`src/rtl/d_memory_param_if.sv`:
```
// Bus bundle between a CPU data port (master) and d_memory_param (slave).
// The err signal only exists when DMEM_BOUNDS_CHK_EN is defined.
interface d_memory_param_if #(
    parameter int DATA_W = 16,
    parameter int ADDR_W = 8
);
    logic              req;
    logic              we;
    logic [ADDR_W-1:0] addr;
    logic [DATA_W-1:0] wdata;
    logic [DATA_W-1:0] rdata;
    logic              ready;
    logic              ack;
    logic              busy;
`ifdef DMEM_BOUNDS_CHK_EN
    logic              err;
`endif

    modport master (
`ifdef DMEM_BOUNDS_CHK_EN
        input  err,
`endif
        output req, we, addr, wdata,
        input  rdata, ready, ack, busy
    );

    modport slave (
`ifdef DMEM_BOUNDS_CHK_EN
        output err,
`endif
        input  req, we, addr, wdata,
        output rdata, ready, ack, busy
    );
endinterface

```
`src/rtl/d_memory_param.sv`:
```
// Parametrised data memory with wait states, req/ready/ack handshake and post-reset clear sweep.
// Optional macro DMEM_BOUNDS_CHK_EN: reject addresses >= DEPTH and flag them on err.
module d_memory_param #(
    parameter int                DATA_W   = 16,
    parameter int                ADDR_W   = 8,
    parameter int                DEPTH    = 256,
    parameter int                WAIT_CYC = 0,
    parameter logic [DATA_W-1:0] INIT_VAL = '0
) (
    input logic              clk,
    input logic              rst,
    d_memory_param_if.slave  bus
);
    localparam int IDX_W = (DEPTH > 1) ? $clog2(DEPTH) : 1;

    localparam logic [1:0] ST_CLEAR = 2'd0;
    localparam logic [1:0] ST_IDLE  = 2'd1;
    localparam logic [1:0] ST_WAIT  = 2'd2;
    localparam logic [1:0] ST_RESP  = 2'd3;

    localparam logic [IDX_W-1:0] LAST_IDX  = IDX_W'(DEPTH - 1);
    localparam logic [3:0]       WAIT_INIT = 4'((WAIT_CYC > 0) ? WAIT_CYC - 1 : 0);

    logic [DATA_W-1:0] D_RAM [DEPTH];

    logic [1:0]        state_q, state_d;
    logic [IDX_W-1:0]  idx_q, idx_d;
    logic [3:0]        cnt_q, cnt_d;
    logic [DATA_W-1:0] capWord_q, capWord_d;
    logic              isRead_q, isRead_d;
    logic [DATA_W-1:0] rdata_q, rdata_d;

    logic [IDX_W-1:0]  effIdx;
    logic              inRange;
    logic              ready;
    logic              accept;
    logic [DATA_W-1:0] memWord;

    assign effIdx  = bus.addr[IDX_W-1:0];
    assign ready   = (state_q == ST_IDLE) || (state_q == ST_RESP);
    assign accept  = ready && bus.req;
    assign memWord = inRange ? D_RAM[effIdx] : '0;

`ifdef DMEM_BOUNDS_CHK_EN
    localparam logic [ADDR_W:0] DEPTH_L = (ADDR_W+1)'(DEPTH);
    logic errFlag_q, errFlag_d;

    assign inRange = ({1'b0, bus.addr} < DEPTH_L);
    assign bus.err = (state_q == ST_RESP) && errFlag_q;
`else
    assign inRange = 1'b1;
`endif

    assign bus.ready = ready;
    assign bus.ack   = (state_q == ST_RESP);
    assign bus.busy  = (state_q == ST_CLEAR);
    assign bus.rdata = rdata_q;

    // Reads are captured at acceptance, so the array is never read after a
    // later write could have changed it; rdata only moves when entering RESP.
    always_comb begin
        state_d   = state_q;
        idx_d     = idx_q;
        cnt_d     = cnt_q;
        capWord_d = capWord_q;
        isRead_d  = isRead_q;
        rdata_d   = rdata_q;
`ifdef DMEM_BOUNDS_CHK_EN
        errFlag_d = errFlag_q;
`endif
        case (state_q)
            ST_CLEAR: begin
                idx_d = idx_q + 1'b1;
                if (idx_q == LAST_IDX) begin
                    state_d = ST_IDLE;
                    idx_d   = '0;
                end
            end
            ST_WAIT: begin
                if (cnt_q == 4'd0) begin
                    state_d = ST_RESP;
                    if (isRead_q) rdata_d = capWord_q;
                end else begin
                    cnt_d = cnt_q - 4'd1;
                end
            end
            ST_IDLE, ST_RESP: begin
                state_d = ST_IDLE;
                if (bus.req) begin
                    isRead_d  = !bus.we;
                    capWord_d = memWord;
`ifdef DMEM_BOUNDS_CHK_EN
                    errFlag_d = !inRange;
`endif
                    if (WAIT_CYC == 0) begin
                        state_d = ST_RESP;
                        if (!bus.we) rdata_d = memWord;
                    end else begin
                        state_d = ST_WAIT;
                        cnt_d   = WAIT_INIT;
                    end
                end
            end
            default: state_d = ST_CLEAR;
        endcase
    end

    always_ff @(posedge clk) begin
        if (rst) begin
            state_q   <= ST_CLEAR;
            idx_q     <= '0;
            cnt_q     <= '0;
            capWord_q <= '0;
            isRead_q  <= 1'b0;
            rdata_q   <= '0;
`ifdef DMEM_BOUNDS_CHK_EN
            errFlag_q <= 1'b0;
`endif
        end else begin
            state_q   <= state_d;
            idx_q     <= idx_d;
            cnt_q     <= cnt_d;
            capWord_q <= capWord_d;
            isRead_q  <= isRead_d;
            rdata_q   <= rdata_d;
`ifdef DMEM_BOUNDS_CHK_EN
            errFlag_q <= errFlag_d;
`endif
        end
    end

    // The array has no reset of its own; the sweep after reset initialises it.
    always_ff @(posedge clk) begin
        if (!rst) begin
            if (state_q == ST_CLEAR)
                D_RAM[idx_q] <= INIT_VAL;
            else if (accept && bus.we && inRange)
                D_RAM[effIdx] <= bus.wdata;
        end
    end
endmodule

```
`src/flat_wrapper.sv`:
```
// flat-port wrapper written by rule: the top's interface ports become plain ports
module d_memory_param_flat 
#(
    parameter int                DATA_W   = 16,
    parameter int                ADDR_W   = 8,
    parameter int                DEPTH    = 256,
    parameter int                WAIT_CYC = 0,
    parameter logic [DATA_W-1:0] INIT_VAL = '0
)
  (clk, rst, bus_req, bus_we, bus_addr, bus_wdata, bus_rdata, bus_ready, bus_ack, bus_busy);
  d_memory_param_if #(.DATA_W(DATA_W), .ADDR_W(ADDR_W)) bus_i ();
  input logic clk;
  input logic rst;
  input wire logic [$bits(bus_i.req)-1:0] bus_req;
  input wire logic [$bits(bus_i.we)-1:0] bus_we;
  input wire logic [$bits(bus_i.addr)-1:0] bus_addr;
  input wire logic [$bits(bus_i.wdata)-1:0] bus_wdata;
  output wire logic [$bits(bus_i.rdata)-1:0] bus_rdata;
  output wire logic [$bits(bus_i.ready)-1:0] bus_ready;
  output wire logic [$bits(bus_i.ack)-1:0] bus_ack;
  output wire logic [$bits(bus_i.busy)-1:0] bus_busy;
  assign bus_i.req = bus_req;
  assign bus_i.we = bus_we;
  assign bus_i.addr = bus_addr;
  assign bus_i.wdata = bus_wdata;
  assign bus_rdata = bus_i.rdata;
  assign bus_ready = bus_i.ready;
  assign bus_ack = bus_i.ack;
  assign bus_busy = bus_i.busy;
  d_memory_param #(.DATA_W(DATA_W), .ADDR_W(ADDR_W), .DEPTH(DEPTH), .WAIT_CYC(WAIT_CYC), .INIT_VAL(INIT_VAL)) u_core (.clk(clk), .rst(rst), .bus(bus_i));
endmodule
```
`config.mk`:
```
export PLATFORM = sky130hd
export DESIGN_NAME = d_memory_param_flat
export DESIGN_NICKNAME = d
export VERILOG_FILES = /design/src/rtl/d_memory_param_if.sv /design/src/rtl/d_memory_param.sv /design/src/flat_wrapper.sv
export SDC_FILE = /design/constraint.sdc
export NUM_CORES = 2
export LEC_CHECK = 0
export CORE_MARGIN = 5
export CORE_UTILIZATION = 60
export CTS_BUF_LIST = sky130_fd_sc_hd__clkbuf_4 sky130_fd_sc_hd__clkbuf_8 sky130_fd_sc_hd__clkbuf_16
export CTS_CLUSTER_SIZE = 10
export DETAILED_ROUTE_END_ITERATION = 7
export PLACE_DENSITY_LB_ADDON = 0.12
export SLEW_MARGIN = 10
export SYNTH_ARGS = -nofsm -noshare
export SYNTH_HDL_FRONTEND = slang
export SYNTH_SLANG_ARGS = --single-unit
```
`constraint.sdc`:
```
create_clock -name clk -period 16.07 [get_ports clk]
set_input_delay 3.214 -clock clk [delete_from_list [all_inputs] [get_ports clk]]
set_output_delay 3.214 -clock clk [all_outputs]
set_load 0.05 [all_outputs]
```
==> impl_metrics.py <==
metrics = {
    "finish": {
        "final_nets": 8034,
        "areaGrowthSynthToFinish_pct": 11.2,
        "drive_gt1_share_pct": 24.9,
        "ff_latch_area_sq_um": 124000,
        "multi_input_area_sq_um": 34000,
        "fillCellCount": 17025,
    },
    "die": {
        "dieArea_sq_um": 278000,
        "coreArea_sq_um": 267000,
        "die_w_um": 527,
        "start_util_pct": 60.1,
        "die_y_um": 527,
        "fp-row-count": 190,
        "boundaryPins": 47,
    },
    "cts": {
        "hold_buffers": 0,
        "cts-root-buf": "clkbuf_16",
        "h-tree-depth": 5,
        "numClockSinks": 4143,
        "clockBufferDepth": 4,
        "cts.repair.resized": 0,
        "cts_setup_buffers": 0,
        "cts_buffers": 455,
        "cts_tree": "yes",
        "clk_pin_slew_ns": 0.06,
        "clk_latency_ns": 0.99,
    },
    "timing": {
        "hold_viol": 0,
        "clock.fmax_ghz": 0.127,
        "relSlewSlack_pct": 0.736,
        "period_minus_slack_ns": 7.85,
        "finClkSkew_ns": 0.0528,
        "rsz0062_at_grt": "false",
        "setup_tns_ns": 0,
        "tightestPinTransition_ns": 1.48,
        "setup_viol_count_final": 0,
        "slew_viol_final": 0,
        "post-route-period-util_pct": 48.9,
    },
    "setup_path": {
        "max_stage_delay_ns": 1.08,
        "end_kind": "register",
        "worstPathRequired_ns": 16.90,
        "crit_slowest_cell": "o41ai_2",
        "path_cells": "buf_16 -> buf_4 -> buf_12 -> mux4_2 -> mux2i_1 -> a21oi_1 -> o41ai_2 -> o311ai_2 -> and3_1 -> a21oi_1 -> nor2_1",
        "cp_common_cell": "a21oi_1",
        "startpoint_type": "input port",
        "critPathKind": "in2reg",
        "path_max_fanout": 94,
        "worstPathArrival_ns": 8.68,
    },
    "synthesis": {
        "yosys_warnings": 0,
        "avgSynthCellArea_sq_um": 21.2,
        "synth-main-ff-cell": "edfxtp_1",
        "yosysTopAreaCell": "edfxtp_1",
        "synth_edf_count": 4096,
        "syn_area_sq_um": 161000,
        "syn_nets": 7614,
        "async_flop_share_pct": 0,
        "postSynthCellCount": 7584,
        "yosysTopAreaCellShare_pct": 76.6,
        "ys_ff_latch": 4143,
        "synth.distinct_cells": 88,
        "ys_seq_area_share_pct": 77.2,
        "synth_area_leaders": "edfxtp_1 (77%), mux4_2 (12%), mux2i_1 (2.4%)",
    },
    "grt": {
        "first_global_vias": 81343,
        "grt_max_degree": 192,
        "grt_pass1_wl_um": 653000,
        "grt.total_usage_pct": 34.0,
        "grt_overflow": 0,
        "antenna_found_initial": 24,
    },
    "detailed_routing": {
        "finalWirelength_um": 473000,
        "wl_met1_um": 167000,
        "num_vias": 84225,
        "ant_nets": 0,
        "dr_wl_met3_um": 59200,
        "wl_met2_um": 214000,
        "via_per_inst": 7.19,
        "wl_per_cell_um": 40.4,
        "drtPass1Iterations": 8,
        "drc": 1,
        "top_layer": "met5",
        "detail_route.iter0.violations": 13248,
    },
    "place": {
        "gp_congestion": 0.917,
        "io_buffers": 46,
        "dpl.hpwl_um": 283000,
    },
    "power": {
        "peakVddDrop_uv": 109,
        "powerDensity_nw_per_um2": 122,
        "power_leakage_nw": 65.0,
        "power_mw": 21.8,
    },
    "run_status": {
        "violations": "design-rule violations, max-capacitance violations",
        "status": "complete, but fails checks",
    },
    "worst_hold_path": {
        "hold_class": "reg2reg",
    },
    "job": {
        "max_cap_violations": 1,
    },
}
## state kept, by name, indices dropped and copies added (netlist names), named ones only
| name | flops |
|---|---|
| u_core.cnt_q | 4 |
| u_core.D_RAM | 4096 |
| u_core.state_q | 1 |
| u_core.idx_q | 8 |
| u_core.bus.rdata | 16 |
| u_core.capWord_q | 16 |
| u_core.isRead_q | 1 |
## layout by cell type, fill, tap and decap left out, drive strengths merged, types with 12 or more instances in the layout
| cell | instances |
|---|---|
| a21oi | 126 |
| a31oi | 55 |
| nand2b | 14 |
| diode | 21 |
| or3 | 15 |
| o21ai | 76 |
| nand2 | 218 |
| nor3 | 57 |
| o221ai | 59 |
| clkbuf | 560 |
| inv | 33 |
| clkinv | 18 |
| dfxtp | 47 |
| mux2 | 50 |
| mux2i | 378 |
| buf | 375 |
| mux4 | 868 |
| nand3b | 14 |
| and2 | 28 |
| edfxtp | 4096 |
| a22oi | 169 |
| a211oi | 25 |
| nor2 | 385 |
| clkdlybuf4s50 | 37 |
| a311oi | 12 |
| a221oi | 27 |
| nor2b | 24 |
| o31ai | 12 |
| o22ai | 131 |
| nand3 | 74 |
## area by class of cell
class | count | share of cell area (%)
well taps | 3552 | 2.49
inverters | 22 | 0.0504
flip-flops and latches | 4143 | 69.4
multi-input cells | 2970 | 19.0
repair buffers | 412 | 1.90
clock buffers | 560 | 6.87
clock inverters | 29 | 0.255
diodes | 21 | 0.0294
## final timing paths
kind,start,endpoint,slack (ns),cells past startpoint
max reg2reg,u_core.state_q[0]$_SDFFE_PP0P_,u_core.D_RAM[195][8]$_DFFE_PP_,10.42,8
min,u_core.capWord_q[12]$_SDFFE_PP0N_,u_core.capWord_q[12]$_SDFFE_PP0N_,0.46,2
min reg2reg,u_core.capWord_q[12]$_SDFFE_PP0N_,u_core.capWord_q[12]$_SDFFE_PP0N_,0.46,2
max,bus_addr[0],u_core.capWord_q[1]$_SDFFE_PP0N_,8.22,11
## per-layer routing
metal | GRT usage, % | vias to the layer above
met5 | 0 | -
met4 | 18.7 | 6
met3 | 8.78 | 1203
met2 | 50.1 | 6277
met1 | 47.2 | 44282
li1 | - | 32457
## synthesized netlist by cell type, types with 9 or more instances
library cell / instances
o221ai_1: 59
nor3_1: 56
buf_1: 18
mux2_2: 49
buf_8: 32
o31ai_1: 11
nor2b_1: 24
o21ai_0: 68
nor2_1: 385
a21oi_1: 126
clkbuf_1: 166
mux4_2: 827
mux4_1: 41
o22ai_1: 131
inv_1: 18
buf_2: 102
nand3b_1: 14
a311oi_1: 12
buf_12: 17
buf_6: 69
nand2_1: 218
nor4_1: 11
edfxtp_1: 4096
nand2b_1: 14
nand3_1: 74
a211oi_1: 25
dfxtp_1: 47
a31oi_1: 55
and3_1: 9
and2_1: 26
o211ai_1: 11
a22oi_1: 169
buf_4: 39
a22o_1: 11
mux2i_1: 378
or3_1: 15
a221oi_1: 27
## power by group
group          total (mW)  switching [mW]  internal [mW]
Clock                9.25            3.96           5.29
Sequential           11.7         0.00343           11.7
Combinational       0.796           0.553          0.243
Total                21.8            4.52           17.2
## critical path: cells and delay by family
kind / cells / cell delay, ns
muxes: 2 / 1.02
buffers and inverters: 3 / 1.65
and+or+nand+nor: 2 / 0.39
AOI/OAI and AO/OA: 4 / 2.08
## cell families after synthesis
| kind of cell | count (synthesis) | synth area share [%] |
|---|---|---|
| flip-flops | 4143 | 77.2 |
| multiplexers | 1296 | 15.0 |
| AND/OR/NAND/NOR | 878 | 2.41 |
| AO/OA/AOI/OAI | 790 | 3.40 |
| buffers and inverters | 471 | 2.01 |
| XOR/XNOR | 4 | 0.0218 |
| adder cells (fa/ha/maj) | 2 | 0.0156 |
## through the flow
stage | hold slack (ns) | utilization [%] | worst slack, ns | std cells | instance area (sq um)
after floorplan | 0.436 | - | 7.50 | 7584 | 161000
after global placement | 0.450 | 62.0 | 7.31 | 11097 | 166000
after global routing | 0.486 | 66.8 | 8.13 | 11689 | 179000
after CTS | 0.458 | 66.8 | 8.36 | 11688 | 179000
final | 0.458 | 66.8 | 8.22 | 11709 | 179000
after detailed placement | 0.450 | 62.1 | 7.33 | 11099 | 166000
No activity file was read; power rests on OpenSTA's default activity.
